[src/rtl/serial_sub_pkg.sv]
// Shared types and helpers for the bit-serial subtractor.
package serial_sub_pkg;

    localparam int DEF_WIDTH = 8;

    typedef enum logic [1:0] {
        IDLE,
        BUSY,
        DONE
    } state_t;

    function automatic int clog2(input int v);
        int r;
        r = 0;
        while ((1 << r) < v) r++;
        return r;
    endfunction

endpackage

[src/rtl/sub_bit_cell.sv]
// One full-adder cell; the caller supplies the inverted subtrahend bit.
module sub_bit_cell (
    input  logic a,
    input  logic b_inv,
    input  logic cin,
    output logic s,
    output logic cout
);

    assign s    = a ^ b_inv ^ cin;
    assign cout = (a & b_inv) | (cin & (a ^ b_inv));

endmodule

[src/rtl/serial_subtractor.sv]
// Bit-serial a - b, LSB first, one bit per clock through a single carry flop.
// Optional SERIAL_SUB_SAT_EN saturates the difference on signed overflow.
module serial_subtractor
    import serial_sub_pkg::*;
#(
    parameter int WIDTH = DEF_WIDTH
) (
    input  logic             clock,
    input  logic             resetn,
    input  logic             in_valid,
    output logic             in_ready,
    input  logic [WIDTH-1:0] in_a,
    input  logic [WIDTH-1:0] in_b,
    output logic             out_valid,
    input  logic             out_ready,
    output logic [WIDTH-1:0] out_diff,
    output logic             out_borrow,
    output logic             out_overflow,
    output logic             out_zero
);

    localparam int CW = clog2(WIDTH);

    state_t           state_q, state_d;
    logic [WIDTH-1:0] a_q, a_d;
    logic [WIDTH-1:0] b_q, b_d;
    logic [WIDTH-1:0] res_q, res_d;
    logic [CW-1:0]    cnt_q, cnt_d;
    logic             carry_q, carry_d;
    logic             live_q, live_d;
    logic [WIDTH-1:0] diff_q, diff_d;
    logic             borrow_q, borrow_d;
    logic             ovf_q, ovf_d;
    logic             zero_q, zero_d;

    logic             sum;
    logic             cout;
    logic             last;
    logic             ovf_fin;
    logic [WIDTH-1:0] res_fin;
    logic [WIDTH-1:0] diff_fin;

    sub_bit_cell u_cell (
        .a     (a_q[0]),
        .b_inv (b_q[0]),
        .cin   (carry_q),
        .s     (sum),
        .cout  (cout)
    );

    assign in_ready     = live_q && (state_q == IDLE);
    assign out_valid    = (state_q == DONE);
    assign out_diff     = diff_q;
    assign out_borrow   = borrow_q;
    assign out_overflow = ovf_q;
    assign out_zero     = zero_q;

    // On the last bit carry_q is the carry into the MSB.
    always_comb begin
        last     = (cnt_q == CW'(WIDTH - 1));
        res_fin  = {sum, res_q[WIDTH-1:1]};
        ovf_fin  = carry_q ^ cout;
        diff_fin = res_fin;
`ifdef SERIAL_SUB_SAT_EN
        // Overflow flips the sign, so a wrapped MSB of 1 means a was non-negative.
        if (ovf_fin) begin
            diff_fin = res_fin[WIDTH-1] ? {1'b0, {(WIDTH-1){1'b1}}}
                                        : {1'b1, {(WIDTH-1){1'b0}}};
        end
`endif
    end

    always_comb begin
        state_d  = state_q;
        a_d      = a_q;
        b_d      = b_q;
        res_d    = res_q;
        cnt_d    = cnt_q;
        carry_d  = carry_q;
        live_d   = 1'b1;
        diff_d   = diff_q;
        borrow_d = borrow_q;
        ovf_d    = ovf_q;
        zero_d   = zero_q;
        unique case (state_q)
            IDLE: begin
                if (in_valid && in_ready) begin
                    a_d     = in_a;
                    b_d     = ~in_b;
                    res_d   = '0;
                    cnt_d   = '0;
                    carry_d = 1'b1;
                    state_d = BUSY;
                end
            end
            BUSY: begin
                res_d   = res_fin;
                carry_d = cout;
                a_d     = a_q >> 1;
                b_d     = b_q >> 1;
                cnt_d   = cnt_q + 1'b1;
                if (last) begin
                    diff_d   = diff_fin;
                    borrow_d = ~cout;
                    ovf_d    = ovf_fin;
                    zero_d   = (diff_fin == '0);
                    state_d  = DONE;
                end
            end
            DONE: begin
                if (out_ready) state_d = IDLE;
            end
            default: state_d = IDLE;
        endcase
    end

    always_ff @(posedge clock or negedge resetn) begin
        if (!resetn) begin
            state_q  <= IDLE;
            a_q      <= '0;
            b_q      <= '0;
            res_q    <= '0;
            cnt_q    <= '0;
            carry_q  <= 1'b0;
            live_q   <= 1'b0;
            diff_q   <= '0;
            borrow_q <= 1'b0;
            ovf_q    <= 1'b0;
            zero_q   <= 1'b0;
        end else begin
            state_q  <= state_d;
            a_q      <= a_d;
            b_q      <= b_d;
            res_q    <= res_d;
            cnt_q    <= cnt_d;
            carry_q  <= carry_d;
            live_q   <= live_d;
            diff_q   <= diff_d;
            borrow_q <= borrow_d;
            ovf_q    <= ovf_d;
            zero_q   <= zero_d;
        end
    end

endmodule

[config.mk]
export PLATFORM = sky130hd
export DESIGN_NAME = serial_subtractor
export DESIGN_NICKNAME = d
export VERILOG_FILES = /design/src/rtl/serial_sub_pkg.sv /design/src/rtl/sub_bit_cell.sv /design/src/rtl/serial_subtractor.sv
export SDC_FILE = /design/constraint.sdc
export NUM_CORES = 1
export LEC_CHECK = 0
export CELL_PAD_IN_SITES_DETAIL_PLACEMENT = 1
export CELL_PAD_IN_SITES_GLOBAL_PLACEMENT = 1
export CORE_AREA = 2 2 69 71
export DETAILED_ROUTE_END_ITERATION = 8
export DIE_AREA = 0 0 71 73
export PLACE_DENSITY_LB_ADDON = 0.1
export SYNTH_ARGS = -nofsm -noshare
export SYNTH_HDL_FRONTEND = slang
export SYNTH_SLANG_ARGS = --single-unit
[constraint.sdc]
create_clock -name clock -period 1.8 [get_ports clock]
set_input_delay 0.18 -clock clock [delete_from_list [all_inputs] [get_ports clock]]
set_output_delay 0.18 -clock clock [all_outputs]
set_load 0.01 [all_outputs]
==> After elaboration in Yosys (flattened, before gate mapping) <==
Cells that the tools add are included.
Widths: inputs -> output; s select.
{ "totals": {"ff_bits": 42, "output_inout_bits": 13, "wordCells": 48} }
{ "op_classes": {"add_sub_neg": 1, "n_eq_ne": 6, "muxes": 14, "bitwise_logic": 8, "reduce_logical": 8} }
{ "ops": {"columns": ["operator", "n"], "rows": [
  ["$pmux 8 s2", 3],
  ["$mux 8", 3],
  ["$logic_not 8->1", 1],
  ["$not 8->8", 1],
  ["$mux 2", 3],
  ["$pmux 2 s3", 1],
  ["$pmux 3 s2", 1],
  ["$ne 2x1->1 const B", 2],
  ["$reduce_and 2->1", 2],
  ["$add 3x1->3 const B", 1],
  ["$eq 3x3->1 const B", 1],
  ["$mux 3", 1],
  ["$reduce_and 3->1", 1],
  ["$xor 1x1->1", 3],
  ["$and 1x1->1", 2],
  ["$eq 2x1->1 const B", 1],
  ["$eq 2x2->1 const B", 1],
  ["$logic_and 1x1->1", 2],
  ["$logic_not 2->1", 1],
  ["$ne 2x2->1 const B", 1],
  ["$pmux 1 s2", 1],
  ["$reduce_bool 2->1", 1],
  ["$mux 1", 1],
  ["$not 1->1", 1],
  ["$or 1x1->1", 1]
]} }

==> Depth between registers and ports, before layout <==
{ "depth": {"depth_word": 5, "mapped_depth": 6} }

==> Hierarchy <==
From an unflattened synthesis, not the netlist that was laid out.
{ "unflattened": {"hier_cells": 156, "area_unflattened_um2": 1836.8} }
{ "modules_own_cells": {"columns": ["module", "instances", "cells_each", "area_per_inst_um2", "seq_area_each_um2"], "rows": [
  ["serial_subtractor", 1, 155, 1816.7, 1026.0],
  ["sub_bit_cell", 1, 1, 20.0, 0.0]
]} }

==> Least setup slack after synthesis <==
No wires, ideal clock.
{ "synth_timing": {"path_type": "reg2reg", "startpoint": "register cnt_q[0]", "endpoint": "register borrow_q (netlist: out_borrow)", "setup_time_ns": 0.125, "t_arrival_ns": 1.476, "required_ns": 1.675, "path_slack_ns": 0.199, "path_stages_with_launch": 6, "path_cell_list": "dfrtp_1 ha_1 ha_1 nand3b_1 buf_2 mux2_2"} }
{ "synth_via": {"elab_chain_len": 2} }
{ "synth_lines": {"columns": ["item", "line_no", "text"], "rows": [
  ["start, declared", "serial_subtractor.sv:28", "logic [CW-1:0] cnt_q, cnt_d;"],
  ["start signal, assigned", "serial_subtractor.sv:135", "cnt_q <= cnt_d;"],
  ["$eq 3x3->1", "serial_subtractor.sv:60", "last = (cnt_q == CW'(WIDTH - 1));"],
  ["$reduce_and 2->1 (no source line)", null, null],
  ["end signal, assigned", "serial_subtractor.sv:139", "borrow_q <= borrow_d;"],
  ["end, declared", "serial_subtractor.sv:32", "logic borrow_q, borrow_d;"]
]} }
Every way passes these cells.
A chain may end at the register's enable or synchronous reset.

==> Worst setup path after layout <==
{ "layout_timing": {"startpoint": "register state_q[0]", "endpoint": "output port out_valid"} }
{ "layout_via": {"elab_chain_len": 1} }
{ "layout_lines": {"columns": ["item", "line_no", "text"], "rows": [
  ["start, declared", "serial_subtractor.sv:24", "state_t state_q, state_d;"],
  ["start signal, assigned", "serial_subtractor.sv:131", "state_q <= state_d;"],
  ["$eq 2x2->1", "serial_subtractor.sv:52", "assign out_valid = (state_q == DONE);"],
  ["end, declared", "serial_subtractor.sv:14", "output logic out_valid,"]
]} }
Every way passes these cells.

==> results.toml <==
[run_status]
status = "completed"

[grt]
grt_pass1_wl_mm = 6.22
antenna_found_initial = 0
grt_pass1_vias = 1358
grt_overflow_total = 0
track_usage_pct = 15.9
grt_max_degree = 23

[clocking]
cts.clk_slew.worst_paths_ps = 80
cts.path.max_buffers = 2
htreeDepth = 2
numCtsBuffers = 5
cts_tree = "built"
cts.sinks = 41
clk_latency_ps = 290
cts_setup_buffers = 0
cts_root_buf = "clkbuf_8"

[power_and_ir_drop]
max-vdd-ir-drop_mv = 0.561
cellLeakagePower_uw = 0.00107
p_per_area_nw_per_um2 = 1580
p_clk_share_pct = 16.3
switchingPower_uw = 1240
p_comb_share_pct = 40.1
sequentialPowerShare_pct = 43.7
switching_share_pct = 35.0
p_int_uw = 2300

[logic_synthesis]
synth_sequential_area_ratio_pct = 59.1
syn_area_sq_um = 1740
ys_seq_elements = 41
synth_nets = 175
syn_area_per_cell_sq_um = 11.4
ys_types = 31
synth_cells = 152
ys_warn_count = 0

[worst_setup_path]
worstPathArrival_ps = 1530
path_class = "reg2out"
r2r_slack_ps = 210
crit_required_ps = 1620
r2r-end = "out_zero"
cp-start-kind = "flip-flop"
r2r_cells = 5
crit_path_max_fanout = 9
reg2reg_from = "carry_q"
cp-end-kind = "output port"

[routing]
drtAntennaViolNets = 0
wl_per_cell_um = 15.4
wirelength_mm = 3.79
num_vias = 1268
drt_pass1_iterations = 4
post-route-drc-count = 0
post_drt_via_cell_ratio = 5.15
drtIter0Drc = 45

[timing]
max_freq_ghz = 0.585
drv_slew = 0
setup-violations-final = 0
min_period_ps = 1710
rsz0062_at_grt = "no"
period_share_pct = 95.0
skew_ps = 4.02
hold_viol_final = 0

[worst_hold_path]
hold_class = "in2async"

[die]
die-area_sq_um = 5180
ios = 33
rows = 25
coreArea_sq_um = 4540
die-width_um = 71
fp.dieH_um = 73
initial_core_util_pct = 38.3

[layout]
drive_gt1_share_pct = 15.1
n_antenna_cell = 0
layout.nets = 214
fillCellCount = 472
mostFrequentLayoutCells = "dfrtp_1, clkdlybuf4s50_1, nand2_1"
post-route-util_pct = 49.3
final_common_cell = "dfrtp_1"
areaGrowthSynthToFinish_pct = 28.8
stdcell_area_sq_um = 2240

[run]
drv_cap = 0

[placement]
place_area_sq_um = 2140
hpwl_mm = 2.75
io_buffers = 32
gp_congestion = 0.682
==> through the flow <==
stage	setup WS, ps	TNS (ps)	instances	hold slack, ps	power (uW)
2_1_floorplan	199	0	152	-116	2430
3_3_place_gp	14.9	0	237	155	2900
3_5_place_dp	-51.1	-193	237	172	2990
4_1_cts	47.8	0	246	388	3590
5_1_grt	17.6	0	246	422	3800
6_report	90.4	0	246	390	3530
==> synthesized netlist by cell type, drive strengths merged <==
cell type	count	area (sq um)
fa	1	20.0
a32oi	1	8.76
o21ai	10	50.1
clkbuf	4	15.0
ha	2	25.0
nor4b	1	8.76
nor2b	1	6.26
xor2	1	8.76
inv	5	18.8
nand2b	2	12.5
nand2	22	82.6
nor3	1	5.00
a221oi	1	8.76
o2bb2ai	1	8.76
a22o	6	52.6
conb	1	3.75
nor4	1	6.26
o221ai	1	8.76
mux2	8	90.1
nor2	7	26.3
buf	6	45.0
nand3b	1	7.51
nor3b	1	7.51
nand4bb	1	11.3
and4bb	1	12.5
dfrtp	41	1030
a21o	6	45.0
nand3	13	65.1
a221o	5	50.1
==> per-layer routing <==
metal / vias up / track usage, % / share of wire, %
met4: 0 / 6.29 / 1.6
met1: 628 / 16.9 / 41
met2: 28 / 29.6 / 53
met3: 6 / 4.56 / 4.4
li1: 606 / - / -
met5: - / 0 / 0
==> worst max path at each step <==
| stage | from | endpoint | slack (ps) | cells past startpoint |
|---|---|---|---|---|
| detailed placement | in_valid | b_q[1] | -50 | 4 |
| global placement | in_valid | b_q[1] | 10 | 4 |
| finish | state_q[0] | out_valid | 90 | 3 |
| floorplan | cnt_q[0] | out_borrow | 200 | 5 |
| global route | state_q[1] | in_ready | 20 | 2 |
| CTS | state_q[0] | out_valid | 50 | 3 |
==> power groups by stage <==
stage	logic (uW)	clock network (uW)	registers, uW
4_1_cts	1440	603	1550
3_5_place_dp	1430	0	1560
2_1_floorplan	905	0	1530
3_3_place_gp	1360	0	1540
5_1_grt	1570	635	1590
6_report	1420	576	1540
==> cell families after synthesis <==
group                    count (synthesis)  share of synthesized area (%)
AND/OR/NAND/NOR                         52                           14.5
flip-flops                              41                           59.1
adder cells (fa/ha/maj)                  3                           2.59
XOR/XNOR                                 1                          0.504
AO/OA/AOI/OAI                           31                           13.4
buffers and inverters                   15                           4.54
multiplexers                             8                           5.19
other                                    1                          0.216
==> state kept, by name, summed over array words and instances (netlist names) <==
signal	count
a_q	8
b_q	8
carry_q	1
cnt_q	3
live_q	1
out_borrow	1
out_diff	8
out_overflow	1
out_zero	1
res_q	7
state_q	2
==> cell type report <==
| type | count | area, sq um | area share [%] |
|---|---|---|---|
| repair buffers | 42 | 405 | 18.1 |
| clock inverters | 2 | 10.0 | 0.447 |
| multi-input cells | 96 | 634 | 28.4 |
| well taps | 54 | 67.6 | 3.02 |
| inverters | 5 | 18.8 | 0.839 |
| clock buffers | 6 | 72.6 | 3.24 |
| flip-flops and latches | 41 | 1030 | 46.0 |
==> critical path, stage by stage, from the launching register on <==
cell and delay (ps):
dfrtp_2 470, nand2b_1 180, inv_1 60, clkdlybuf4s50_1 540
==> timing repair <==
item,in CTS,in global routing
setup endpoints to repair,0,6
gates resized for setup,0,3
hold endpoints to repair,19,0
hold buffers,1,0
No activity file was read; power rests on OpenSTA's default activity.
